### config.mk
export PLATFORM = sky130hd
export DESIGN_NAME = div_scheduler
export DESIGN_NICKNAME = d
export VERILOG_FILES = /design/src/rtl/div_scheduler.sv
export SDC_FILE = /design/constraint.sdc
export NUM_CORES = 1
export LEC_CHECK = 0
export CELL_PAD_IN_SITES_DETAIL_PLACEMENT = 0
export CELL_PAD_IN_SITES_GLOBAL_PLACEMENT = 1
export CORE_MARGIN = 8
export CORE_UTILIZATION = 38
export DETAILED_ROUTE_END_ITERATION = 8
export PLACE_DENSITY = 0.85
export SLEW_MARGIN = 20
export SYNTH_ARGS = -nofsm -noshare
export SYNTH_HDL_FRONTEND = slang
export SYNTH_SLANG_ARGS = --single-unit
### constraint.sdc
create_clock -name clk_i -period 5 [get_ports clk_i]
set_input_delay 1 -clock clk_i [delete_from_list [all_inputs] [get_ports clk_i]]
set_output_delay 1 -clock clk_i [all_outputs]
set_load 0.02 [all_outputs]
### src/rtl/div_scheduler.sv
// Round-robin scheduler sharing one fixed-latency divider among NREQ requesters.
// Issue is credit-gated so in-flight plus buffered results never exceed the result FIFO.
module div_scheduler #(
  parameter int NREQ  = 4,
  parameter int LAT   = 4,
  parameter int DEPTH = 8
) (
  input  logic                    clk_i,
  input  logic                    rst_n_i,
  input  logic [NREQ-1:0]         req_valid_i,
  output logic [NREQ-1:0]         req_ready_o,
  input  logic [24*NREQ-1:0]      req_dividend_i,
  input  logic [24*NREQ-1:0]      req_divisor_i,
  output logic [23:0]             div_dividend_o,
  output logic [23:0]             div_divisor_o,
  input  logic [13:0]             div_quotient_i,
  output logic                    res_valid_o,
  input  logic                    res_ready_i,
  output logic [13:0]             res_quotient_o,
  output logic [$clog2(NREQ)-1:0] res_tag_o,
  output logic                    res_dz_o
);
  localparam int TW = $clog2(NREQ);
  localparam int AW = $clog2(DEPTH);

  logic [TW-1:0]          last_grant_q, last_grant_d;
  logic [TW-1:0]          grant, cand;
  logic                   found, credit_ok, issue;
  logic [23:0]            sel_dividend, sel_divisor;
  int                     idx;

  logic [LAT-1:0]         sr_vld_q, sr_vld_d;
  logic [LAT-1:0][TW-1:0] sr_tag_q, sr_tag_d;
  logic [LAT-1:0]         sr_dz_q, sr_dz_d;

  logic [13:0]            q_mem   [DEPTH];
  logic [TW-1:0]          tag_mem [DEPTH];
  logic                   dz_mem  [DEPTH];
  logic [AW-1:0]          wptr_q, wptr_d, rptr_q, rptr_d;
  logic [AW:0]            cnt_q, cnt_d;
  logic                   push, pop;

  // Round-robin search starting one past the last granted requester
  always_comb begin
    grant = last_grant_q;
    found = 1'b0;
    idx   = 0;
    cand  = '0;
    for (int i = 1; i <= NREQ; i++) begin
      idx  = (int'(last_grant_q) + i) % NREQ;
      cand = TW'(idx);
      if (!found && req_valid_i[cand]) begin
        found = 1'b1;
        grant = cand;
      end
    end
  end

  always_comb begin
    sel_dividend = '0;
    sel_divisor  = '0;
    for (int i = 0; i < NREQ; i++) begin
      if (grant == TW'(i)) begin
        sel_dividend = req_dividend_i[24*i +: 24];
        sel_divisor  = req_divisor_i[24*i +: 24];
      end
    end
  end

  // Credit uses registered count, so a pop frees its slot only from the next cycle
  assign credit_ok = (int'(cnt_q) + $countones(sr_vld_q)) < DEPTH;
  assign issue     = found && credit_ok && rst_n_i;

  always_comb begin
    req_ready_o    = '0;
    div_dividend_o = '0;
    div_divisor_o  = '0;
    last_grant_d   = last_grant_q;
    if (issue) begin
      req_ready_o[grant] = 1'b1;
      div_dividend_o     = sel_dividend;
      div_divisor_o      = sel_divisor;
      last_grant_d       = grant;
    end
  end

  always_comb begin
    sr_vld_d    = sr_vld_q;
    sr_tag_d    = sr_tag_q;
    sr_dz_d     = sr_dz_q;
    sr_vld_d[0] = issue;
    sr_tag_d[0] = grant;
    sr_dz_d[0]  = (sel_divisor == '0);
    for (int k = 1; k < LAT; k++) begin
      sr_vld_d[k] = sr_vld_q[k-1];
      sr_tag_d[k] = sr_tag_q[k-1];
      sr_dz_d[k]  = sr_dz_q[k-1];
    end
  end

  assign push = sr_vld_q[LAT-1];
  assign pop  = res_valid_o && res_ready_i;

  always_comb begin
    wptr_d = push ? wptr_q + 1'b1 : wptr_q;
    rptr_d = pop  ? rptr_q + 1'b1 : rptr_q;
    cnt_d  = cnt_q;
    case ({push, pop})
      2'b10:   cnt_d = cnt_q + 1'b1;
      2'b01:   cnt_d = cnt_q - 1'b1;
      default: cnt_d = cnt_q;
    endcase
  end

  always_ff @(posedge clk_i or negedge rst_n_i) begin
    if (!rst_n_i) begin
      last_grant_q <= TW'(NREQ - 1);
      sr_vld_q     <= '0;
      sr_tag_q     <= '0;
      sr_dz_q      <= '0;
      wptr_q       <= '0;
      rptr_q       <= '0;
      cnt_q        <= '0;
    end else begin
      last_grant_q <= last_grant_d;
      sr_vld_q     <= sr_vld_d;
      sr_tag_q     <= sr_tag_d;
      sr_dz_q      <= sr_dz_d;
      wptr_q       <= wptr_d;
      rptr_q       <= rptr_d;
      cnt_q        <= cnt_d;
    end
  end

  // Storage needs no reset: reads are masked whenever the FIFO is empty
  always_ff @(posedge clk_i) begin
    if (push) begin
      q_mem[wptr_q]   <= sr_dz_q[LAT-1] ? 14'd0 : div_quotient_i;
      tag_mem[wptr_q] <= sr_tag_q[LAT-1];
      dz_mem[wptr_q]  <= sr_dz_q[LAT-1];
    end
  end

  assign res_valid_o    = (cnt_q != '0);
  assign res_quotient_o = res_valid_o ? q_mem[rptr_q]   : '0;
  assign res_tag_o      = res_valid_o ? tag_mem[rptr_q] : '0;
  assign res_dz_o       = res_valid_o ? dz_mem[rptr_q]  : 1'b0;

endmodule

==> metrics.md <==
| Metric | Value |
|---|---|
| Status | `finished clean` |
| Register area share after synthesis | `58.2%` |
| Filler cells | `1,794` |
| Final nets | `1,155` |
| Gr usage total | `20.8%` |
| Grt met2 use | `between 30% and 40%` |
| CTS Hold Buffers Added | `0` |
| Pwr Density | `around 530 nW/um^2` |
| WL per Instance | `22.3 um` |
| Share of the synthesized area in the top cell type | `49.7%` |
| Die area | `26,600 sq um` |
| Placed cell areas | `between 10,000 and 15,000 sq um` |
| Starting density of the core | `around two fifths` |
| Setup crit start | `sr_vld_q[3]` |
| Synth-to-layout area growth | `47.2%` |
| R2R cell count | `9` |
| Chip height | `163 um` |
| Non-Filler Instances | `1,230` |
| Die X-Extent | `~160 um` |
| Vias | `6,608` |
| Clock-pin slew on the worst setup and hold paths | `0.06 ns` |
| Max-cap violations | `0` |
| Length of the first detailed-routing pass in iterations | `5` |
| Post-route cell area | `12,100 sq um` |
| Crit path to | `div_divisor_o[3]` |
| Io pins | `around 280` |
| Share of cells above drive strength 1 | `a little under an eighth` |
| Vias in the first global route | `roughly 7,000` |
| Setup Buffers After CTS | `0` |
| Met1 GRT Util | `around a quarter` |
| Top post-synthesis cells by area | `edfxtp_1, mux4_2, dfrtp_1` |
| Crit path depth | `9` |
| Final Hold Fails | `0` |
| Largest net degree at the start of global routing | `between 50 and 60` |
| RSZ-0062 raised after global routing | `no` |
| Gr busiest metal | `met2` |
| Final wirelength | `about 27 mm` |
| Worst IR Drop VDD | `0.297 mV` |
| Count of endpoints failing setup in the final report | `0` |
| GP Congestion | `0.835` |
| Syn avg cell area | `about 12 sq um` |
| Worst path buffer plus inverter count | `2` |
| CTS tree | `built` |
| Syn. warnings | `0` |
| Netlist cell types | `40` |
| Final ANT Viol Nets | `0` |
| Core footprint | `21,600 sq um` |
| DP Wirelength | `20.0 mm` |
| Num rows | `54` |
| Clock root buffer | `clkbuf_16` |
| Critical path fanouts, max | `20` |
| Slew headroom | `a little under a third` |
| Cell count after placement | `1,194` |
| Crit. End Element | `output pin` |
| IO Port Bufs | `282` |
| Pwr Total | `between 6000 and 7000 uW` |
| GRT overflow | `0` |
| Tmin final | `between 4 and 5 ns` |
| Fin Hold WS | `0.345 ns` |
| FF-to-FF Start | `last_grant_q[0]` |
| Residual DRC | `0` |
| CP max stage delay | `0.72 ns` |
| R2R Setup Slk | `2.19 ns` |
| CP Cell Sequence | `fa_1 -> ha_1 -> a21o_1 -> a21oi_1 -> nor2b_1 -> or4b_2 -> buf_4 -> nor3_1 -> clkdlybuf4s50_1` |
| CP arrival | `roughly 3.8 ns` |
| Setup CP Type | `flip-flop to output pin` |
| Kind of cell adding the most delay to the critical path | `simple AND/OR/NAND/NOR gates` |
| Clk buf depth | `2` |
| CTS buffer count | `17` |
| Via density | `5.37` |
| Least-Margin Pin Slew | `1.04 ns` |
| Synth area leader | `edfxtp_1` |
| GR Util met3 | `under 10%` |
| CP max stage cell | `or4b_2` |
| Crit path launch type | `flip-flop` |
| Synth Register Bits | `164` |
| Initial antenna violation count | `4` |
| Worst path required time | `4.00 ns` |
| Leakage | `0.00494 uW` |
| Fin Setup TNS | `0 ns` |
| Max Clk Rate | `0.207 GHz` |
| Max Slew Vio Count | `0` |
| Worst r2r dst | `sr_dz_q[0]` |
| Min-delay worst type | `flip-flop to flip-flop` |
| Clock sink total | `164` |
| Syn_nets | `881` |
| Final worst path period share | `96.6%` |
| Global-route wire length before repair | `42.1 mm` |
| Clk Latency, worst-skew pair | `0.42 ns` |
| Iter 0 DRT Violations | `405` |
| CTS HTree Levels | `4` |
| Synth Instances | `659` |
| Post-Syn Area | `8220 sq um` |
| Clock skew | `0.00554 ns` |
worst min-delay path by stage:
stage          slack [ns]         from  cells after the start     endpoint
4_1_cts              0.35   sr_dz_q[2]                      0   sr_dz_q[3]
6_report             0.35   sr_dz_q[2]                      0   sr_dz_q[3]
3_3_place_gp         0.33   sr_dz_q[2]                      0   sr_dz_q[3]
3_5_place_dp         0.33  sr_tag_d[6]                      0  sr_tag_q[6]
2_1_floorplan        0.33   sr_dz_q[0]                      0   sr_dz_q[1]
5_1_grt              0.35   sr_dz_q[2]                      0   sr_dz_q[3]
metal layers:
metal | wire length [um] | share of wire, % | vias up
met5 | 0 | 0 | -
met4 | 490 | 1.8 | 0
met3 | 2470 | 9.0 | 30
met2 | 13600 | 50 | 262
met1 | 10900 | 40 | 3251
li1 | - | - | 3065
state kept, by name, summed over array words and instances (netlist names):
signal        count
cnt_q             4
dz_mem            8
last_grant_q      2
q_mem           112
rptr_q            3
sr_dz_q           4
sr_tag_d          6
sr_tag_q          2
sr_vld_q          4
tag_mem          16
wptr_q            3
cells in the final DEF, fill, tap and decap left out, types with 3 or more instances in the layout:
cell type        Yosys  layout
a211oi_1            40      40
a21o_1               3       3
a21oi_1              3       3
a311oi_1            24      24
a31oi_1              8       8
and2_1               9       9
and3_1              64      64
buf_12               0       3
buf_4                0      23
clkbuf_16            0      17
clkdlybuf4s50_1      0     248
clkinvlp_4           0       5
dfrtp_1             26      24
diode_2              0       4
dlymetal6s2s_1       0      33
edfxtp_1           136     136
ha_1                 7       7
inv_1                8       6
inv_6                0       4
mux2i_1             18      18
mux4_2              34      34
nand2_1            119     119
nand2b_1             5       5
nor2_1              27      26
nor2b_1             15      15
nor3_1              20      18
nor4_1               5       5
o22ai_1              8       8
xnor2_1              4       4
xor2_1               4       4
synth_stat cells:
| cell type | count |
|---|---|
| a211oi_1 | 40 |
| a21o_1 | 3 |
| a21oi_1 | 3 |
| a221oi_4 | 1 |
| a311oi_1 | 24 |
| a31oi_1 | 8 |
| and2_1 | 9 |
| and3_1 | 64 |
| and4_1 | 1 |
| buf_1 | 3 |
| buf_2 | 9 |
| clkbuf_1 | 41 |
| dfrtp_1 | 26 |
| dfstp_2 | 2 |
| edfxtp_1 | 136 |
| fa_1 | 2 |
| ha_1 | 7 |
| inv_1 | 8 |
| inv_2 | 1 |
| mux2_2 | 2 |
| mux2i_1 | 18 |
| mux4_2 | 34 |
| nand2_1 | 119 |
| nand2_2 | 1 |
| nand2b_1 | 5 |
| nor2_1 | 27 |
| nor2b_1 | 15 |
| nor3_1 | 20 |
| nor4_1 | 5 |
| nor4_2 | 1 |
| o211ai_2 | 1 |
| o21a_1 | 1 |
| o21ai_0 | 2 |
| o21ai_2 | 1 |
| o22ai_1 | 8 |
| or2_0 | 1 |
| or2b_1 | 1 |
| or4b_2 | 1 |
| xnor2_1 | 4 |
| xor2_1 | 4 |
where the power goes:
part,internal (uW),switching [uW]
registers,1720,179
clock network,686,516
logic,1520,1820
total,3920,2520
area by class of cell:
cell class | count | area (sq um) | area share [%]
multi-input combinational | 433 | 3230 | 26.6
clock inverter | 15 | 130 | 1.07
clock buffer | 17 | 425 | 3.51
tap | 280 | 350 | 2.89
sequential | 164 | 4790 | 39.6
inverter | 9 | 37.5 | 0.310
timing repair buffer | 308 | 3140 | 25.9
antenna | 4 | 10.0 | 0.0827
logic make-up (layout without fill, tap and decap cells):
group / Yosys count / count (layout) / synth area share (%)
and+or+nand+nor: 270 / 270 / 16.0
DFF: 164 / 164 / 58.2
AOI/OAI and AO/OA: 92 / 92 / 8.67
buffers and inverters: 62 / 349 / 2.97
muxes: 54 / 54 / 11.8
adders and majority gates: 9 / 9 / 1.55
xor gates and xnor gates: 8 / 8 / 0.852
other: 0 / 4 / 0
timing repair:
action / CTS / global route
resized for setup: 1 / 35
gates cloned: 0 / 0
setup endpoints to repair: 1 / 51
through the flow:
stage	util, %	setup slack (ns)
3_5_place_dp	53.1	0.282
3_3_place_gp	53.1	0.268
6_report	56.2	0.169
4_1_cts	55.7	0.00286
5_1_grt	56.2	0.00471
2_1_floorplan	-	0.927
worst register-to-register path: stages (launching register included):
cell	delay, ns
dfstp_2	0.57
or2b_1	0.17
o21ai_2	0.09
a221oi_4	0.36
inv_2	0.19
buf_4	0.24
a211oi_1	0.33
o22ai_1	0.18
nor4_1	0.35
and4_1	0.27
(Power assumes the default switching activity.)
